$ cat src/rtl/pp_column_feeder.sv
// rtl/pp_column_feeder.sv - streams one partial-product bit per column into the mul column compressor shift registers
module pp_column_feeder #(
    parameter int WIDTH = 32
) (
    input  logic               clk,
    input  logic               rst,
    input  logic               start,
    input  logic [WIDTH-1:0]   a,
    input  logic [WIDTH-1:0]   b,
    output logic [2*WIDTH-2:0] pp,
    output logic               busy,
    output logic               done
);
    localparam int SW   = (WIDTH > 1) ? $clog2(WIDTH) : 1;
    localparam int NCOL = 2 * WIDTH - 1;

    typedef enum logic [1:0] {IDLE, RUN, DONE} state_t;

    state_t           state, state_nx;
    logic [SW-1:0]    step;
    logic [WIDTH-1:0] a_q, b_q;
    logic             accept;
    logic             last_step;
    logic             run;

    assign accept    = start && (state == IDLE || state == DONE);
    assign last_step = (step == SW'(WIDTH - 1));

    always_ff @(posedge clk or posedge rst) begin
        if (rst) begin
            state <= IDLE;
        end else begin
            state <= state_nx;
        end
    end

    always_ff @(posedge clk or posedge rst) begin
        if (rst) begin
            step <= '0;
            a_q  <= '0;
            b_q  <= '0;
        end else if (accept) begin
            step <= '0;
            a_q  <= a;
            b_q  <= b;
        end else if (state == RUN) begin
            step <= step + SW'(1);
        end
    end

    always_comb begin
        state_nx = state;
        case (state)
            IDLE:    if (start) state_nx = RUN;
            RUN:     if (last_step) state_nx = DONE;
            DONE:    state_nx = start ? RUN : IDLE;
            default: state_nx = IDLE;
        endcase
    end

    always_comb begin
        run  = (state == RUN);
        busy = (state == RUN);
        done = (state == DONE);
    end

    // Column c emits its w_c real bits on the last w_c steps so earlier zeros
    // fall out of its w_c-deep register by the done cycle.
    for (genvar c = 0; c < NCOL; c++) begin : g_col
        localparam int I_LO = (c > WIDTH - 1) ? c - (WIDTH - 1) : 0;
        localparam int W_C  = (c + 1 < NCOL - c) ? c + 1 : NCOL - c;
        localparam int OFF  = WIDTH - W_C;

        logic [SW-1:0] ia;
        logic [SW-1:0] jb;

        assign ia = SW'(I_LO) + step - SW'(OFF);
        assign jb = SW'(c) - ia;
        assign pp[c] = run && (step >= SW'(OFF)) && a_q[ia] && b_q[jb];
    end
endmodule

$ cat config.mk
export PLATFORM = sky130hd
export DESIGN_NAME = pp_column_feeder
export DESIGN_NICKNAME = d
export VERILOG_FILES = /design/src/rtl/pp_column_feeder.sv
export SDC_FILE = /design/constraint.sdc
export NUM_CORES = 1
export LEC_CHECK = 0
export CAP_MARGIN = 30
export CORE_MARGIN = 1.5
export CORE_UTILIZATION = 45
export DETAILED_ROUTE_END_ITERATION = 10
export PLACE_DENSITY = 0.68
export SKIP_CTS_REPAIR_TIMING = 1
export SLEW_MARGIN = 10
export SYNTH_ARGS = -nofsm -noshare
export SYNTH_HDL_FRONTEND = slang
export SYNTH_SLANG_ARGS = --single-unit
$ cat constraint.sdc
create_clock -name clk -period 5.45 [get_ports clk]
set_clock_uncertainty 0.2 [all_clocks]
set_input_delay 1.09 -clock clk [delete_from_list [all_inputs] [get_ports clk]]
set_output_delay 1.09 -clock clk [all_outputs]
set_load 0.01 [all_outputs]
After elaboration in Yosys (flattened, before gate mapping):

Cells that the tools add are included.
Widths: inputs -> output; s select.

* register bits after elaboration: 71
* output and inout bits: 65
* input port bits: 67

* muxes and demuxes: 258
* order comparisons: 158
* equality and inequality tests: 5
* add/subtract/negate cells: 156
* reduce and logical (&&, ||, !) cells: 163

Operator list (count)
* $lt 5x6->1 const B: 126
* $bmux 1 s5: 126
* $sub 5x5->5 const B: 32
* $logic_and 1x1->1: 159
* $sub 5x5->5 const A: 31
* $mux 1: 127
* $add 5x5->5 const A: 16
* $ge 5x5->1 const B: 16
* $sub 4x5->5 const A: 16
* $sub 5x4->5 const B: 16
* $add 4x5->5 const A: 8
* $ge 5x4->1 const B: 8
* $sub 3x5->5 const A: 8
* $sub 5x3->5 const B: 8
* $add 3x5->5 const A: 4
* $ge 5x3->1 const B: 4
* $sub 1x5->5 const A: 4
* $sub 2x5->5 const A: 4
* $sub 5x2->5 const B: 4
* $add 2x5->5 const A: 2
* $ge 5x1->1 const B: 2
* $ge 5x2->1 const B: 2
* $mux 5: 2
* $sub 5x1->5 const B: 2
* other kinds (11): 13

Longest topological paths before layout:

Gate-level depths: netlist of the first run.

* word-level depth: 6
* mapped depth: 14
* gate-level depth less buffers: 8

Worst setup path after synthesis of the first run:

OpenSTA, ideal clock, no wires.

* kind: register to output
* from: reg step[2]
* to: out pp[14]
* slack: 1.006 ns
* buffers on the path: 2
* stages on the path, launching flop included: 11
* data arrival time: 3.154 ns
* cell sequence: dfrtp_1 buf_4 inv_2 clkbuf_1 ha_1 a21bo_2 xnor2_2 nor3_1 xnor2_1 mux4_2 nor3_1

* longest elaborated chain between the ends: 5
* elaborated cells on any way between the ends: 10
* those cells by class: add/sub (2); order compare (1); mux (4); reduce/logical (3)

RTL lines
* from (decl): line 20 `logic [SW-1:0] step;`
* from (signal assigned): line 47 `step <= step + SW'(1);`
* $sub 5x5->5: line 77 `assign ia = SW'(I_LO) + step - SW'(OFF);`
* $sub 4x5->5 or $bmux 1 s5 (tied branches): line 78, 79
* $bmux 1 s5 or $mux 1 (tied branches): line 79 `assign pp[c] = run && (step >= SW'(OFF)) && a_q[ia] && b_q[jb];`
* $mux 1 (not written as such) or $logic_and 1x1->1 (tied branches): line 79
* $logic_and 1x1->1 *: line 79
* to (decl): line 10 `output logic [2*WIDTH-2:0] pp,`

Every way passes the cells marked *; elsewhere a longest branch is shown, timed or not. The select of a mux whose other input is x is not followed.

Final worst setup path of the first run:

* from: reg step[0]
* to: out pp[32]

* longest elaborated chain between the ends: 6
* elaborated cells on any way between the ends: 11
* those cells by class: add/sub (3); order compare (1); mux (4); reduce/logical (3)

RTL lines (line)
* $add 1x5->5: 77
* $sub 5x1->5: 77
* $sub 1x5->5 or $bmux 1 s5 (tied branches): 78, 79
* $bmux 1 s5 or $mux 1 (tied branches): 79
* $mux 1 (not written as such) or $logic_and 1x1->1 (tied branches): 79
* $logic_and 1x1->1 *: 79

Marked as above.

==> results of run 1 <==
==> worst max-delay path, cell delays in order, from the launching register on <==
cell and delay [ns]:
dfrtp_4 0.57, ha_1 0.55, buf_4 0.26, inv_1 0.16, o31ai_1 0.41, o31a_1 0.28
o211ai_1 0.11, a31o_1 0.25, a221oi_2 0.32, clkdlybuf4s50_1 0.60
==> stage by stage <==
| step | setup TNS (ns) | util, % | area (sq um) |
|---|---|---|---|
| 4_1_cts | -0.196 | 55.3 | 11300 |
| 3_3_place_gp | 0 | 53.8 | 11000 |
| 5_1_grt | 0 | 55.5 | 11300 |
| 3_5_place_dp | 0 | 53.8 | 11000 |
| 6_report | 0 | 55.5 | 11300 |
| 2_1_floorplan | 0 | - | 9470 |
==> routing by layer <==
| layer | global-route usage [%] | vias up | share of wire [%] |
|---|---|---|---|
| li1 | - | 3523 | - |
| met1 | 38.4 | 3987 | 42 |
| met2 | 41.1 | 455 | 45 |
| met3 | 5.55 | 69 | 9.1 |
| met4 | 12.8 | 0 | 4.7 |
| met5 | 0 | - | 0 |
==> kinds of logic after synthesis <==
logic type      Yosys count  synth area share (%)
compound gates           97                  6.58
xor+xnor                 61                  6.12
fa+ha+maj                20                  2.64
buf+inv                  83                  5.10
flops                    71                  18.8
mux                     320                  48.9
simple gates            212                  11.9
==> cell usage after synthesis, drive strengths merged, types with 4 or more instances <==
master	instances
mux2	102
nor2	19
a21oi	32
o21ai	29
nand2	97
a32oi	4
buf	49
clkbuf	20
mux2i	115
mux4	103
nor3	57
a221o	5
dfrtp	71
and3	4
ha	20
inv	13
and2	6
xor2	16
nand3	8
a31oi	5
o211ai	4
nor2b	8
xnor2	45
==> worst min path at each step <==
stage / start / to / slack [ns]
after global routing: step[1] / step[1] / 0.40
after global placement: step[1] / step[1] / 0.33
final: step[1] / step[1] / 0.35
after CTS: step[1] / step[1] / 0.35
after floorplan: a_q[14] / a_q[14] / 0.34
after detailed placement: step[1] / step[1] / 0.33
==> layout by cell type (no fill, tap or decap), types with 3 or more instances in the layout <==
cell type,n
nor3_2,28
a221o_1,5
o211ai_1,3
clkbuf_16,9
xor2_1,15
nor2b_1,7
a32oi_1,4
inv_1,9
a21oi_1,31
and2_1,6
nand2b_1,3
and3_1,4
mux4_2,103
dfrtp_1,68
xnor2_1,40
nor3_1,29
a31oi_1,5
buf_4,33
mux2_2,102
buf_12,3
inv_2,4
clkdlybuf4s50_1,131
nor2_2,3
nand2_1,97
ha_1,19
nor2_1,16
o21ai_1,3
nand3_1,8
xnor2_2,5
o21ai_0,26
mux2i_1,112
==> layout make-up <==
type	instances	area (sq um)	share of cell area, %
clock buffer	11	253	2.23
clock inverter	5	56.3	0.496
inverter	14	52.6	0.463
multi-input combinational	710	7240	63.8
sequential	71	1780	15.7
tap	270	338	2.98
timing repair buffer	168	1630	14.3
==> registers in the layout (all words and copies together), names as in the netlist <==
register,cells
state,2
step,5
a_q,32
b_q,32
==> flow_summary.json, run 1 <==
{
  "critPathLaunch": "step[0]",
  "period_minus_slack_ns": 5.16,
  "yosysTopAreaCellShare_pct": 24.5,
  "clk_pin_slew_ns": 0.07,
  "vias_per_cell": 6.43,
  "die_area_sq_um": 21900,
  "cts.sinks": 71,
  "finalCritPeriodShare_pct": 94.8,
  "grt_start_max_net_pins": 90,
  "ctsHtreeMaxLevel": 3,
  "wl_per_cell_microns": 23.8,
  "drtPass1Iterations": 5,
  "drt_iter0_markers": 856,
  "ant_nets": 0,
  "fmax_mhz": 194,
  "synthTopCellsByArea": "mux4_2 25%, dfrtp_1 19%, mux2_2 12%",
  "rrSetupSlack_ns": 3.14,
  "synth_edf_count": 0,
  "path_class": "flip-flop to primary output",
  "io_pins": 132,
  "cts_tree": "built",
  "initial_core_util_pct": 46.3,
  "hp-class": "flip-flop to flip-flop",
  "dp_cells": 1231,
  "final_nets": 1061,
  "diodes": 0,
  "port_buffers": 131,
  "crit-reg2reg-launch": "step[0]",
  "grt_pass1_vias": 7558,
  "r2r_end": "step[4]",
  "layout-drive-gt1-share_pct": 32.2,
  "dp_slack_ns": 0.343,
  "worst_pin_slew_ns": 0.869,
  "chipHeight_microns": 148,
  "groute.usage.overall_pct": 27.5,
  "clock_latency_ns": 0.35,
  "syn_inst": 864,
  "n_fill_cell": 1807,
  "yosysUniqueCellTypes": 62,
  "crit_required_ns": 4.16,
  "rsz0062_at_grt": "false",
  "synth_seq_cells": 71,
  "die_x_microns": 148,
  "synth_nets": 951,
  "synth_area_leader_cell": "mux4_2",
  "whs_path_depth": 2,
  "clock_tree.root_cell": "clkbuf_16",
  "maxCapViolations": 0,
  "dp_hpwl_microns": 23100,
  "crit_path_end_kind": "primary output",
  "synth_ff_type": "dfrtp_1",
  "synth-async-reset-ratio_pct": 100,
  "syn_area_per_cell_sq_um": 11.0,
  "synth_area_sq_um": 9470,
  "status": "complete, no violations",
  "via_count": 8034,
  "area_delta_synth_final_pct": 19.8,
  "relSlewSlack_pct": 42.0,
  "setup-violations-final": 0,
  "grt_overflow": 0,
  "hold_violations": 0,
  "yosys_warnings": 0,
  "grt_pass1_wl_microns": 45700,
  "startpoint_type": "flip-flop",
  "cp_max_fo": 19,
  "finalHoldWorstSlack_ns": 0.350,
  "row_count": 52,
  "drc": 0,
  "report.final.slew_viol_count": 0,
  "grt_antenna_before_repair": 0,
  "crit_path_end": "pp[32]",
  "numCtsBuffers": 9,
  "gp_congestion": 0.980,
  "design.core.area_sq_um": 20400,
  "ys_seq_area_share_pct": 18.8,
  "clock_path_buffers": 2,
  "wl_microns": 29700,
  "rr_worst_depth": 4,
  "fin_ws_ns": 0.285,
  "arrival_ns": 3.87,
  "stdcell_count": 1249
}
Power of run 1 is left out: the tool's default activity adds up to more than one toggle a clock period on the data nets, which glitch-free logic cannot reach.
==> run 2, diff against run 1 <==
MAX_ROUTING_LAYER = met4   (was default)
SKIP_CTS_REPAIR_TIMING = default   (was 1)
==> run 2 against run 1 <==
Net effect:
- final area down 0.36%
- final cell count unchanged
- sequential share of layout area grew 0.057 points
- non-clock buffer count did not move
- global-route usage rose by 0.98 points
- setup slack lost 0.11 ns
- via count fell by 0.63%
- first-iteration DRC count is 3.2% higher
- critical endpoint is now pp[4]
- largest cell class unchanged
==> flow_summary.json, run 2 (synthesis results as in run 1) <==
{
  "status": "complete, no violations",
  "fin_setup_tns_ns": 0,
  "groute.usage.overall_pct": 28.5,
  "via_count": 7983,
  "hold_start": "a_q[25]",
  "clock_latency_ns": 0.35,
  "final_nets": 1061,
  "period_minus_slack_ns": 5.27,
  "die_area_sq_um": 21900,
  "arrival_ns": 3.98,
  "grt_antenna_before_repair": 0,
  "cts.sinks": 71,
  "report.final.slew_viol_count": 0,
  "cp_slowest_cell": "ha_2",
  "reg_top3": "a_q: 32 flops, b_q: 32 flops, step: 5 flops",
  "finalCritPeriodShare_pct": 96.8,
  "wl_per_cell_microns": 23.6,
  "drt_iter0_markers": 883,
  "ff_latch_area_sq_um": 1780,
  "path_cells": "inv_1 -> ha_2 -> buf_4 -> mux4_2 -> mux2i_1 -> mux2i_1 -> mux2i_1 -> nor3_1 -> clkdlybuf4s50_1",
  "rsz0062_at_grt": "false",
  "cp_max_fo": 19,
  "design.core.area_sq_um": 20400,
  "gp_congestion": 0.987,
  "ant_nets": 0,
  "grt_pass1_wl_microns": 45900,
  "n_fill_cell": 1828,
  "grt_overflow": 0,
  "vias_per_cell": 6.39,
  "clock_tree.root_cell": "clkbuf_16",
  "crit_path_end_kind": "primary output",
  "dp_hpwl_microns": 23200,
  "port_buffers": 131,
  "cts_hold_buf": 0,
  "grt_start_max_net_pins": 90,
  "fin_ws_ns": 0.176,
  "numCtsBuffers": 9,
  "initial_core_util_pct": 46.3,
  "path_class": "flip-flop to primary output",
  "startpoint_type": "flip-flop",
  "maxCapViolations": 0,
  "layout_common_cells": "131 x clkdlybuf4s50_1, 112 x mux2i_1, 103 x mux4_2, 102 x mux2_2, 97 x nand2_1",
  "r2r_end": "step[4]",
  "rrSetupSlack_ns": 3.08,
  "diodes": 0,
  "relSlewSlack_pct": 43.4,
  "clk_pin_slew_ns": 0.06,
  "drc": 0,
  "dp_slack_ns": 0.513,
  "crit_required_ns": 4.16,
  "fmax_mhz": 190,
  "max_stage_delay_ns": 0.62,
  "ctsHtreeMaxLevel": 3,
  "area_delta_synth_final_pct": 19.4,
  "cts_tree": "built",
  "setup-violations-final": 0,
  "chipHeight_microns": 148,
  "drtPass1Iterations": 5,
  "worst_pin_slew_ns": 0.849,
  "hold_end": "a_q[25]",
  "cpMostUsedCell": "mux2i_1",
  "multi_input_area_sq_um": 7230,
  "final_common_cell": "clkdlybuf4s50_1",
  "grt_pass1_vias": 7690,
  "layout-drive-gt1-share_pct": 32.1,
  "row_count": 52,
  "hp-class": "flip-flop to flip-flop",
  "hold_violations": 0,
  "clock_path_buffers": 2,
  "rr_worst_depth": 4,
  "io_pins": 132,
  "wl_microns": 29500,
  "whs_path_depth": 1,
  "die_x_microns": 148,
  "crit-reg2reg-launch": "step[0]"
}
## run 2: stage by stage
step	hold slack, ns	utilization [%]	instances	instance area [sq um]
6_report	0.401	55.3	1249	11300
5_1_grt	0.432	55.3	1249	11300
4_1_cts	0.405	55.3	1248	11300
3_5_place_dp	0.392	53.8	1232	11000
3_3_place_gp	0.376	53.8	1232	11000
2_1_floorplan	0.344	-	864	9470
## run 2: layout make-up
class / instances / area share (%)
Clock buffer: 10 / 2.03
Clock inverter: 6 / 0.542
Inverter: 14 / 0.465
Multi-Input combinational cell: 710 / 63.9
Sequential cell: 71 / 15.8
Tap cell: 270 / 2.99
Timing Repair Buffer: 168 / 14.3
## run 2: how the worst max path moves through the flow
stage / from / to / depth (start not counted)
detailed placement: step[0] / pp[6] / 7
global placement: step[0] / pp[8] / 7
finish: step[0] / pp[4] / 9
global route: step[0] / pp[32] / 10
floorplan: step[2] / pp[14] / 10
CTS: step[0] / pp[6] / 7
## run 2: routing by layer
metal | share of wire [%] | wire [microns] | track usage, % | vias to the layer above
li1 | - | - | - | 3519
met1 | 42 | 12300 | 38.2 | 3946
met2 | 44 | 13100 | 41.7 | 445
met3 | 8.9 | 2630 | 5.95 | 73
met4 | 4.9 | 1440 | 12.5 | 0
met5 | 0 | 0 | - | -
## run 2: timing repair
item,in CTS,in global routing
setup buffers,0,0
endpoints found under the setup margin,0,10
gates resized for setup,0,2
## run 2: worst max-delay path: cells and delay by family, from the launching register on
family,cells,cell delay [ns]
buffers and inverters,3,1.02
DFF,1,0.56
muxes,4,1.34
and+or+nand+nor,1,0.07
adders and majority gates,1,0.62
Power of run 2 is left out for the same reason.
==> run 3, diff against run 2 <==
ABC_AREA = 1   (was default)
clock period = 6.2 ns   (was 5.45 ns; I/O delays follow)
==> run 3 against run 2 <==
Net effect:
- utilization down 1.4 points
- final area down 0.33%
- critical path depth up 5
- area after synthesis up 0.71%
- final cell count up 64%
- sequential share of layout area about the same
- routed wire length up 40%
- critical endpoint is now pp[5]
- highest routed layer unchanged
==> flow_summary.json, run 3 <==
{
  "yosysUniqueCellTypes": 44,
  "cpMostUsedCell": "nand2_1",
  "area_delta_synth_final_pct": 18.1,
  "final_nets": 1856,
  "cp_slowest_cell": "ha_1",
  "synth_top_family_by_area": "simple AND/OR/NAND/NOR gates",
  "io_pins": 132,
  "initial_core_util_pct": 45.6,
  "yosysTopAreaCellShare_pct": 26.1,
  "syn_inst": 1677,
  "layout_common_cells": "662 x nand2_1, 433 x nand3_1, 131 x clkdlybuf4s50_1, 107 x nor2_1, 89 x inv_1",
  "groute.usage.overall_pct": 38.5,
  "synthAdderAreaFrac_pct": 2.62,
  "synth_area_sq_um": 9540,
  "clock_tree.root_cell": "clkbuf_16",
  "yosys-top-cells-count": "663 x nand2_1, 433 x nand3_1, 107 x nor2_1, 90 x inv_1, 71 x dfrtp_1",
  "final_common_cell": "nand2_1",
  "vias_per_cell": 5.82,
  "synth_edf_count": 0,
  "max_stage_delay_ns": 0.76,
  "maxCapViolations": 0,
  "report.final.slew_viol_count": 0,
  "gp_congestion": 1.00,
  "die_area_sq_um": 22100,
  "synth_ff_type": "dfrtp_1",
  "wl_microns": 41400,
  "cts_hold_buf": 0,
  "hold_start": "b_q[10]",
  "die_x_microns": 149,
  "crit_required_ns": 4.76,
  "fmax_mhz": 179,
  "clock_latency_ns": 0.35,
  "drtPass1Iterations": 6,
  "fin_area_sq_um": 11300,
  "startpoint_type": "flip-flop",
  "dp_cells": 2031,
  "layout-drive-gt1-share_pct": 7.16,
  "finalCritPeriodShare_pct": 90.0,
  "hp-class": "flip-flop to flip-flop",
  "rr_worst_depth": 6,
  "crit-reg2reg-launch": "step[0]",
  "whs_path_depth": 2,
  "rsz0062_at_grt": "false",
  "synth_nets": 1764,
  "cts_resized": 0,
  "hold_end": "b_q[10]",
  "grt_pass1_wl_microns": 62400,
  "stdcell_count": 2049,
  "period_minus_slack_ns": 5.58,
  "syn_area_per_cell_sq_um": 5.69,
  "synth_seq_cells": 71,
  "placed_cell_area_sq_um": 10900,
  "clk_pin_slew_ns": 0.06,
  "synth_area_leader_cell": "nand2_1",
  "worst_pin_slew_ns": 0.975,
  "hold_violations": 0,
  "grt_antenna_before_repair": 0,
  "numCtsBuffers": 9,
  "status": "complete, no violations",
  "yosys_warnings": 0,
  "cts.sinks": 71,
  "post-route-util_pct": 53.9,
  "synthXorXnorAreaFrac_pct": 3.74,
  "wl_per_cell_microns": 20.2,
  "ant_nets": 0,
  "diodes": 0,
  "post_cts_buffers": 0,
  "port_buffers": 131,
  "rrSetupSlack_ns": 3.85,
  "worstPathBufferInverterCount": 5,
  "row_count": 53,
  "reg_top3": "a_q: 32 flops, b_q: 32 flops, step: 5 flops",
  "cts_tree": "built",
  "drt_iter0_markers": 1384,
  "synth_mux_area_share_pct": 5.43,
  "setup-violations-final": 0,
  "ys_seq_area_share_pct": 18.6,
  "via_count": 11900,
  "drc": 0,
  "grt_overflow": 0,
  "synth_compound_area_share_pct": 5.52,
  "clock_path_buffers": 2,
  "ctsHtreeMaxLevel": 3,
  "yosysMostFrequentCell": "nand2_1",
  "arrival_ns": 4.14,
  "yosys.area_share.simple_pct": 55.5,
  "synth-async-reset-ratio_pct": 100,
  "design.core.area_sq_um": 20900,
  "fin_setup_tns_ns": 0,
  "grt_pass1_vias": 10400,
  "r2r_end": "step[3]",
  "path_class": "flip-flop to primary output",
  "grt_start_max_net_pins": 86,
  "crit_family": "buffers and inverters",
  "dp_hpwl_microns": 32900,
  "synthTopCellsByArea": "nand2_1 26%, nand3_1 23%, dfrtp_1 19%",
  "path_cells": "inv_2 -> ha_1 -> inv_2 -> nand2_1 -> inv_1 -> nor2_1 -> inv_1 -> nand3_1 -> nand3_1 -> nand2_1 -> nand2_1 -> nand2_1 -> nor2_1 -> clkdlybuf4s50_1",
  "crit_path_end_kind": "primary output",
  "chipHeight_microns": 149,
  "relSlewSlack_pct": 34.3,
  "cp_max_fo": 22
}
run 3: changes by cell type in the layout (fill, tap and decap cells not counted), sizes merged, moves of 55 or more:
cell   delta
nor2     +89
nor3     -55
nand2   +579
mux4    -103
nand3   +430
mux2     -56
inv      +89
mux2i   -115
run 3: worst max path at each step:
stage	slack, ns	from	endpoint	cells after the start
floorplan	2.21	step[3]	pp[14]	11
CTS	0.73	step[2]	pp[5]	14
global placement	1.22	step[2]	pp[5]	14
global route	0.26	step[2]	pp[5]	14
finish	0.62	step[2]	pp[5]	14
detailed placement	1.13	step[2]	pp[5]	14
run 3: area by class of cell:
class / count / area [sq um]
flip-flops and latches: 71 / 1780
inverters: 100 / 378
clock inverters: 7 / 62.6
fillers: 2208 / 9620
clock buffers: 9 / 225
repair buffers: 156 / 1530
well taps: 275 / 344
multi-input cells: 1431 / 6950
run 3: cell families after synthesis:
kind of cell / Yosys count
compound gates: 92
xor+xnor: 36
flops: 71
buf+inv: 175
simple gates: 1237
mux: 46
fa+ha+maj: 20
run 3: per-stage QoR:
step | hold WS, ns | worst slack (ns)
floorplan | 0.294 | 2.21
global placement | 0.311 | 1.22
detailed placement | 0.319 | 1.13
CTS | 0.336 | 0.726
global route | 0.348 | 0.265
finish | 0.337 | 0.617
run 3: layer usage:
layer  wire length, microns  global-route usage (%)  vias up
met5                      0                       -        -
li1                       -                       -     5704
met2                  17000                    53.0      676
met3                   4280                    6.50       83
met4                   1550                    13.0        0
met1                  18600                    56.4     5462
run 3: worst min-delay path, cell delays in order, from the launching register on:
cell and delay [ns]:
dfrtp_1 0.37, inv_1 0.07, a21oi_1 0.06
Power of run 3 is left out for the same reason.
